### config.mk
export PLATFORM = sky130hd
export DESIGN_NAME = arb2_rr_sel
export DESIGN_NICKNAME = d
export VERILOG_FILES = /design/src/rtl/arb2_rr_sel.sv
export SDC_FILE = /design/constraint.sdc
export NUM_CORES = 1
export LEC_CHECK = 0
export ABC_AREA = 0
export CAP_MARGIN = 25
export CORE_AREA = 2 2 39 41
export CTS_CLUSTER_SIZE = 16
export DETAILED_ROUTE_END_ITERATION = 8
export DIE_AREA = 0 0 41 43
export HOLD_SLACK_MARGIN = 0.12
export PLACE_DENSITY = 0.61
export RECOVER_POWER = 50
export SYNTH_ARGS = -nofsm -noshare
export SYNTH_HDL_FRONTEND = slang
export SYNTH_SLANG_ARGS = --single-unit
### constraint.sdc
create_clock -name CLK -period 1.6 [get_ports CLK]
set_clock_uncertainty 0.05 [all_clocks]
set_input_delay 0.24 -clock CLK [delete_from_list [all_inputs] [get_ports CLK]]
set_output_delay 0.24 -clock CLK [all_outputs]
set_load 0.05 [all_outputs]
### src/rtl/arb2_rr_sel.sv
// arb2_rr_sel: two-source packet arbiter steering a mux2_1 select, round-robin on ties.
// Ports:
//   CLK          rising-edge clock
//   RST          synchronous active-high reset
//   REQ0/REQ1    source valid beat (data on mux D0/D1)
//   LAST0/LAST1  beat ends its packet, sampled only with the matching REQ
//   READY        downstream accepts the beat on Y
//   S            registered mux select (0 = D0, 1 = D1)
//   GNT0/GNT1    registered one-hot grant, both low when idle
//   VALID        combinational beat-valid on Y
//   BEATS        beats accepted in the current grant
module arb2_rr_sel #(
    parameter int MAX_BEATS = 8
) (
    input  logic       CLK,
    input  logic       RST,
    input  logic       REQ0,
    input  logic       REQ1,
    input  logic       LAST0,
    input  logic       LAST1,
    input  logic       READY,
    output logic       S,
    output logic       GNT0,
    output logic       GNT1,
    output logic       VALID,
    output logic [3:0] BEATS
);
    typedef enum logic [1:0] {IDLE, GRANT0, GRANT1} state_t;

    state_t     r_state;
    logic       r_s;
    logic       r_gnt0;
    logic       r_gnt1;
    logic       r_pri;
    logic [3:0] r_beats;

    logic w_xfer;
    logic w_last;
    logic w_release;
    logic w_enter;
    logic w_nidx;

    assign VALID     = (r_gnt0 & REQ0) | (r_gnt1 & REQ1);
    assign w_xfer    = VALID & READY;
    assign w_last    = r_gnt1 ? LAST1 : LAST0;
    assign w_release = w_xfer & (w_last | ((r_beats + 4'd1) == 4'(MAX_BEATS)));
    assign w_enter   = ((r_state == IDLE) & (REQ0 | REQ1)) | w_release;
    // On release the granted source is requesting (it just transferred), so a
    // release always re-grants: the other source if it asks, otherwise the same one.
    assign w_nidx    = (r_state == IDLE) ? ((REQ0 & REQ1) ? r_pri : REQ1)
                                         : (r_gnt0 ? REQ1 : ~REQ0);

    always_ff @(posedge CLK) begin
        if (RST) begin
            r_state <= IDLE;
            r_s     <= 1'b0;
            r_gnt0  <= 1'b0;
            r_gnt1  <= 1'b0;
            r_pri   <= 1'b0;
            r_beats <= 4'd0;
        end else if (w_enter) begin
            r_state <= w_nidx ? GRANT1 : GRANT0;
            r_s     <= w_nidx;
            r_gnt0  <= ~w_nidx;
            r_gnt1  <= w_nidx;
            r_pri   <= ~w_nidx;
            r_beats <= 4'd0;
        end else if (w_xfer) begin
            r_beats <= r_beats + 4'd1;
        end
    end

    assign S     = r_s;
    assign GNT0  = r_gnt0;
    assign GNT1  = r_gnt1;
    assign BEATS = r_beats;
endmodule

After elaboration in Yosys (flattened, before gate mapping)

Cells that the tools add are included.

Flip-flop bits (word level): 8
Bits of input ports: 7

Bitwise gates (word level): 12
Mux-type cells: 5
Equal/unequal tests: 1
Reduce and logical (&&, ||, !) cells: 2
Add/sub/neg operators: 1

Operators by type and width:

| cell                                                          | count |
|---|---|
| 1-bit AND                                                     | 6 |
| 4-bit by 1-bit adder with 4-bit output, second input constant | 1 |
| 4-bit equality test, second input constant                    | 1 |
| 1-bit two-way mux                                             | 4 |
| 1-bit OR                                                      | 4 |
| 2-bit zero test                                               | 1 |
| 2-bit two-way mux                                             | 1 |
| 1-bit inverter                                                | 2 |
| 2-bit OR reduction                                            | 1 |

Longest topological paths before layout

Depth after elaboration: 6
Depth in mapped cells: 5
Depth with buffers taken out: 5

Worst setup path before layout

Ideal clock, no wire load.

Path kind: register -> register
From: register r_state[1]
To: register r_state[0]
Stages on the path, launching flop included: 5
Path slack: -0.166 ns
Data arrival time: 1.601 ns
Clock period less this slack: 1.766 ns
Data required time: 1.434 ns
Buffers on the path: 0
Path through: dfxtp_1 a22o_4 o211ai_1 a21o_1 and3_1

Cells in the longest elaborated chain, start to end: 3
Elaborated cells between the ends (all ways): 5
Those cells by class: 2 x mux; 2 x bitwise; 1 x reduce/logical

Ends and longest elaborated chain:

| element                                               | RTL line | source |
|---|---|---|
| start: declaration                                    | 30       | `state_t r_state;` |
| start signal: assignment                              | 62       | `r_state <= w_nidx ? GRANT1 : GRANT0;` |
| 2-bit zero test (*)                                   | 47, 50   |  |
| 1-bit two-way mux / 1-bit AND (equally long branches) | 50, 47   |  |
| 2-bit two-way mux / 1-bit OR (equally long branches)  | 62, 47   |  |

Mark *: on every way between the ends. The rest lies on a longest branch, timed or not.
A chain may end at the register's enable or synchronous reset.

Worst setup path after layout

From: input REQ1
To: output VALID

Cells in the longest elaborated chain, start to end: 2

Ends and longest elaborated chain:

| element            | RTL line | source |
|---|---|---|
| start: declaration | 18       | `input logic REQ1,` |
| 1-bit AND          | 43       | `assign VALID = (r_gnt0 & REQ0) \| (r_gnt1 & REQ1);` |
| 1-bit OR           | 43       |  |
| end: declaration   | 25       | `output logic VALID,` |

Every way passes these cells.

==> impl_metrics.tcl <==
set metrics [dict create \
    htreeDepth 1 \
    drv_slew 0 \
    finalHoldViolCount 0 \
    slew_headroom_pct 60.5 \
    synth_edf_count 0 \
    synthesis.nets 48 \
    drtPass1Iterations 4 \
    clockBufferDepth 2 \
    hp-start "BEATS[1]" \
    cts.hold.buffers_added 0 \
    powerDensity_mw_per_mm2 772 \
    vias 377 \
    synth-seq-cells 6 \
    seqCellArea_um2 126 \
    maxCapViolCount 0 \
    coreArea_mm2 0.00138 \
    avgViaCountPerCell 4.90 \
    fin_crit_ns 1.53 \
    syn-cell-area_um2 352 \
    final_nets 71 \
    cp_max_fo 4 \
    insertion_delay_ns 0.24 \
    die_w_um 41 \
    grt.overflow.total 0 \
    boundaryPins 15 \
    min_path_type "reg2reg" \
    max_freq_mhz 653 \
    nFillCells 148 \
    ys_seq_area_share_pct 34.2 \
    worstReg2RegStart "BEATS[0]" \
    crit_buf_inv 3 \
    start_kind "input pin" \
    synthFlopType "dfxtp_1" \
    worst_ep_arrival_time_ns 1.24 \
    rows 14 \
    die_h_um 43 \
    max_stage_delay_ns 0.44 \
    syn_to_final_growth_pct 63.0 \
    multi_input_area_um2 228 \
    portBuffers 14 \
    cts_tree "yes" \
    crit_chain "clkdlybuf4s50_1 > a22o_4 > buf_4 > buf_12" \
    drt_iter0_markers 9 \
    yosysWarningCount 0 \
    dp_cells 74 \
    grt_pass1_wl_mm 1.26 \
    dieArea_mm2 0.00176 \
    first_global_vias 306 \
    final_cells 77 \
    cts_buffers 3 \
    antenna_cells 0 \
    antenna_found_initial 0 \
    critPathKind "in2out" \
    crit_required_ns 1.31 \
    netlist_top_cells_count "6 x dfxtp_1, 6 x nor2_1, 4 x nand3_1" \
    drtAntennaViolNets 0 \
    syn_inst 40 \
    cp_top_family "buffers and inverters" \
    dpl.hpwl_um 672 \
    yosysUniqueCellTypes 20 \
    path_clk_slew_ns 0.04 \
    start_util_pct 25.4 \
    finalCoreUtilization_pct 41.4 \
    postSynthAreaPerCell_um2 8.79 \
    rsz0062_at_grt "false" \
    post_cts_buffers 0 \
    cts-root-buf "clkbuf_4" \
    grt_max_degree 10 \
    p_leak_uw 0.000225 \
    setup_viol 0 \
    grt_usage_pct 10.7 \
    finalSetupTns_ns 0 \
    synthTopCellsByArea "dfxtp_1 34%, xor2_1 7.5%, nor2_1 6.4%" \
    synth_top_area_cell "dfxtp_1" \
    period_share_pct 95.7 \
    drive_above_1_share_pct 34.4 \
    yosys.area.top_type_share_pct 34.2 \
    startpoint "REQ1" \
    wl_per_cell_um 11.3 \
    cts_resized 0 \
    wl_um 869 \
    status "finished, final reports clean" \
    drc 0 \
    crit_path_top_delay_cell "clkdlybuf4s50_1" \
    gp_congestion 0.737 \
    critPathCaptureType "primary output" \
    worst_pin_slew_ns 0.595 \
    ir_drop_mv 0.434 \
    cts_sinks 6 \
    ys_async_sr_fraction_pct 0 \
]
cell families (layout without fill, tap and decap cells):
family | after synthesis | after routing | synth area share [%]
buffers and inverters | 1 | 22 | 2.14
flip-flops | 6 | 6 | 34.2
AO/OA/AOI/OAI | 9 | 9 | 21.7
XOR/XNOR | 3 | 3 | 7.47
adder cells (fa/ha/maj) | 1 | 1 | 3.56
AND/OR/NAND/NOR | 20 | 20 | 31.0
report_power, final:
| part | leakage (uW) | total (uW) | switching, uW | internal [uW] |
|---|---|---|---|---|
| Combinational | 0.000161 | 138 | 69.9 | 68.3 |
| Sequential | 0.0000510 | 172 | 14.4 | 157 |
| Clock | 0.0000138 | 132 | 47.8 | 84.4 |
| Total | 0.000225 | 442 | 132 | 310 |
per-stage QoR:
| step | total power (uW) | hold slack [ns] | cell area, um^2 | setup WS [ns] |
|---|---|---|---|---|
| floorplan | 241 | 0.252 | 358 | 0.0517 |
| global placement | 315 | 0.442 | 566 | -0.00940 |
| detailed placement | 315 | 0.450 | 566 | -0.0796 |
| CTS | 454 | 0.456 | 588 | 0.0666 |
| global route | 472 | 0.482 | 573 | 0.00934 |
| finish | 442 | 0.461 | 573 | 0.0690 |
cells in the final DEF (no fill, tap or decap), types with 2 or more instances in the layout:
| master | instances |
|---|---|
| nor2_1 | 6 |
| clkbuf_4 | 3 |
| buf_12 | 3 |
| nand4b_1 | 2 |
| xor2_1 | 3 |
| clkbuf_1 | 5 |
| and3_1 | 2 |
| o21ai_0 | 2 |
| nand2_1 | 3 |
| nand3_1 | 4 |
| clkdlybuf4s50_1 | 6 |
| buf_4 | 5 |
| dfxtp_2 | 5 |
flip-flops by register name, indices dropped and copies added (netlist names):
name,cells
BEATS,4
r_state,2
worst paths after layout:
| path | to | cells past startpoint | slack, ns |
|---|---|---|---|
| max | VALID | 4 | 0.07 |
| min | BEATS[1] | 2 | 0.46 |
| min reg2reg | BEATS[1] | 2 | 0.46 |
| max reg2reg | BEATS[0] | 5 | 0.13 |
cell type report:
class,count,area share (%)
Timing Repair Buffer,19,30.8
Tap cell,16,3.49
Sequential cell,6,22.1
Clock buffer,3,3.93
Multi-Input combinational cell,33,39.7
per-layer routing:
metal  vias to the layer above  routed length [um]  track usage (%)
met5                         -                   0                0
met2                        13                 426             16.3
met4                         0                   0                0
met3                         0                  71             7.85
li1                        192                   -                -
met1                       172                 371             12.7
worst reg2reg max path, stage by stage (launching register included):
cell      delay [ns]
dfxtp_2         0.34
ha_1            0.21
and3_2          0.19
o211ai_1        0.16
nand4b_1        0.27
nor2_1          0.18
(Power assumes the default switching activity.)
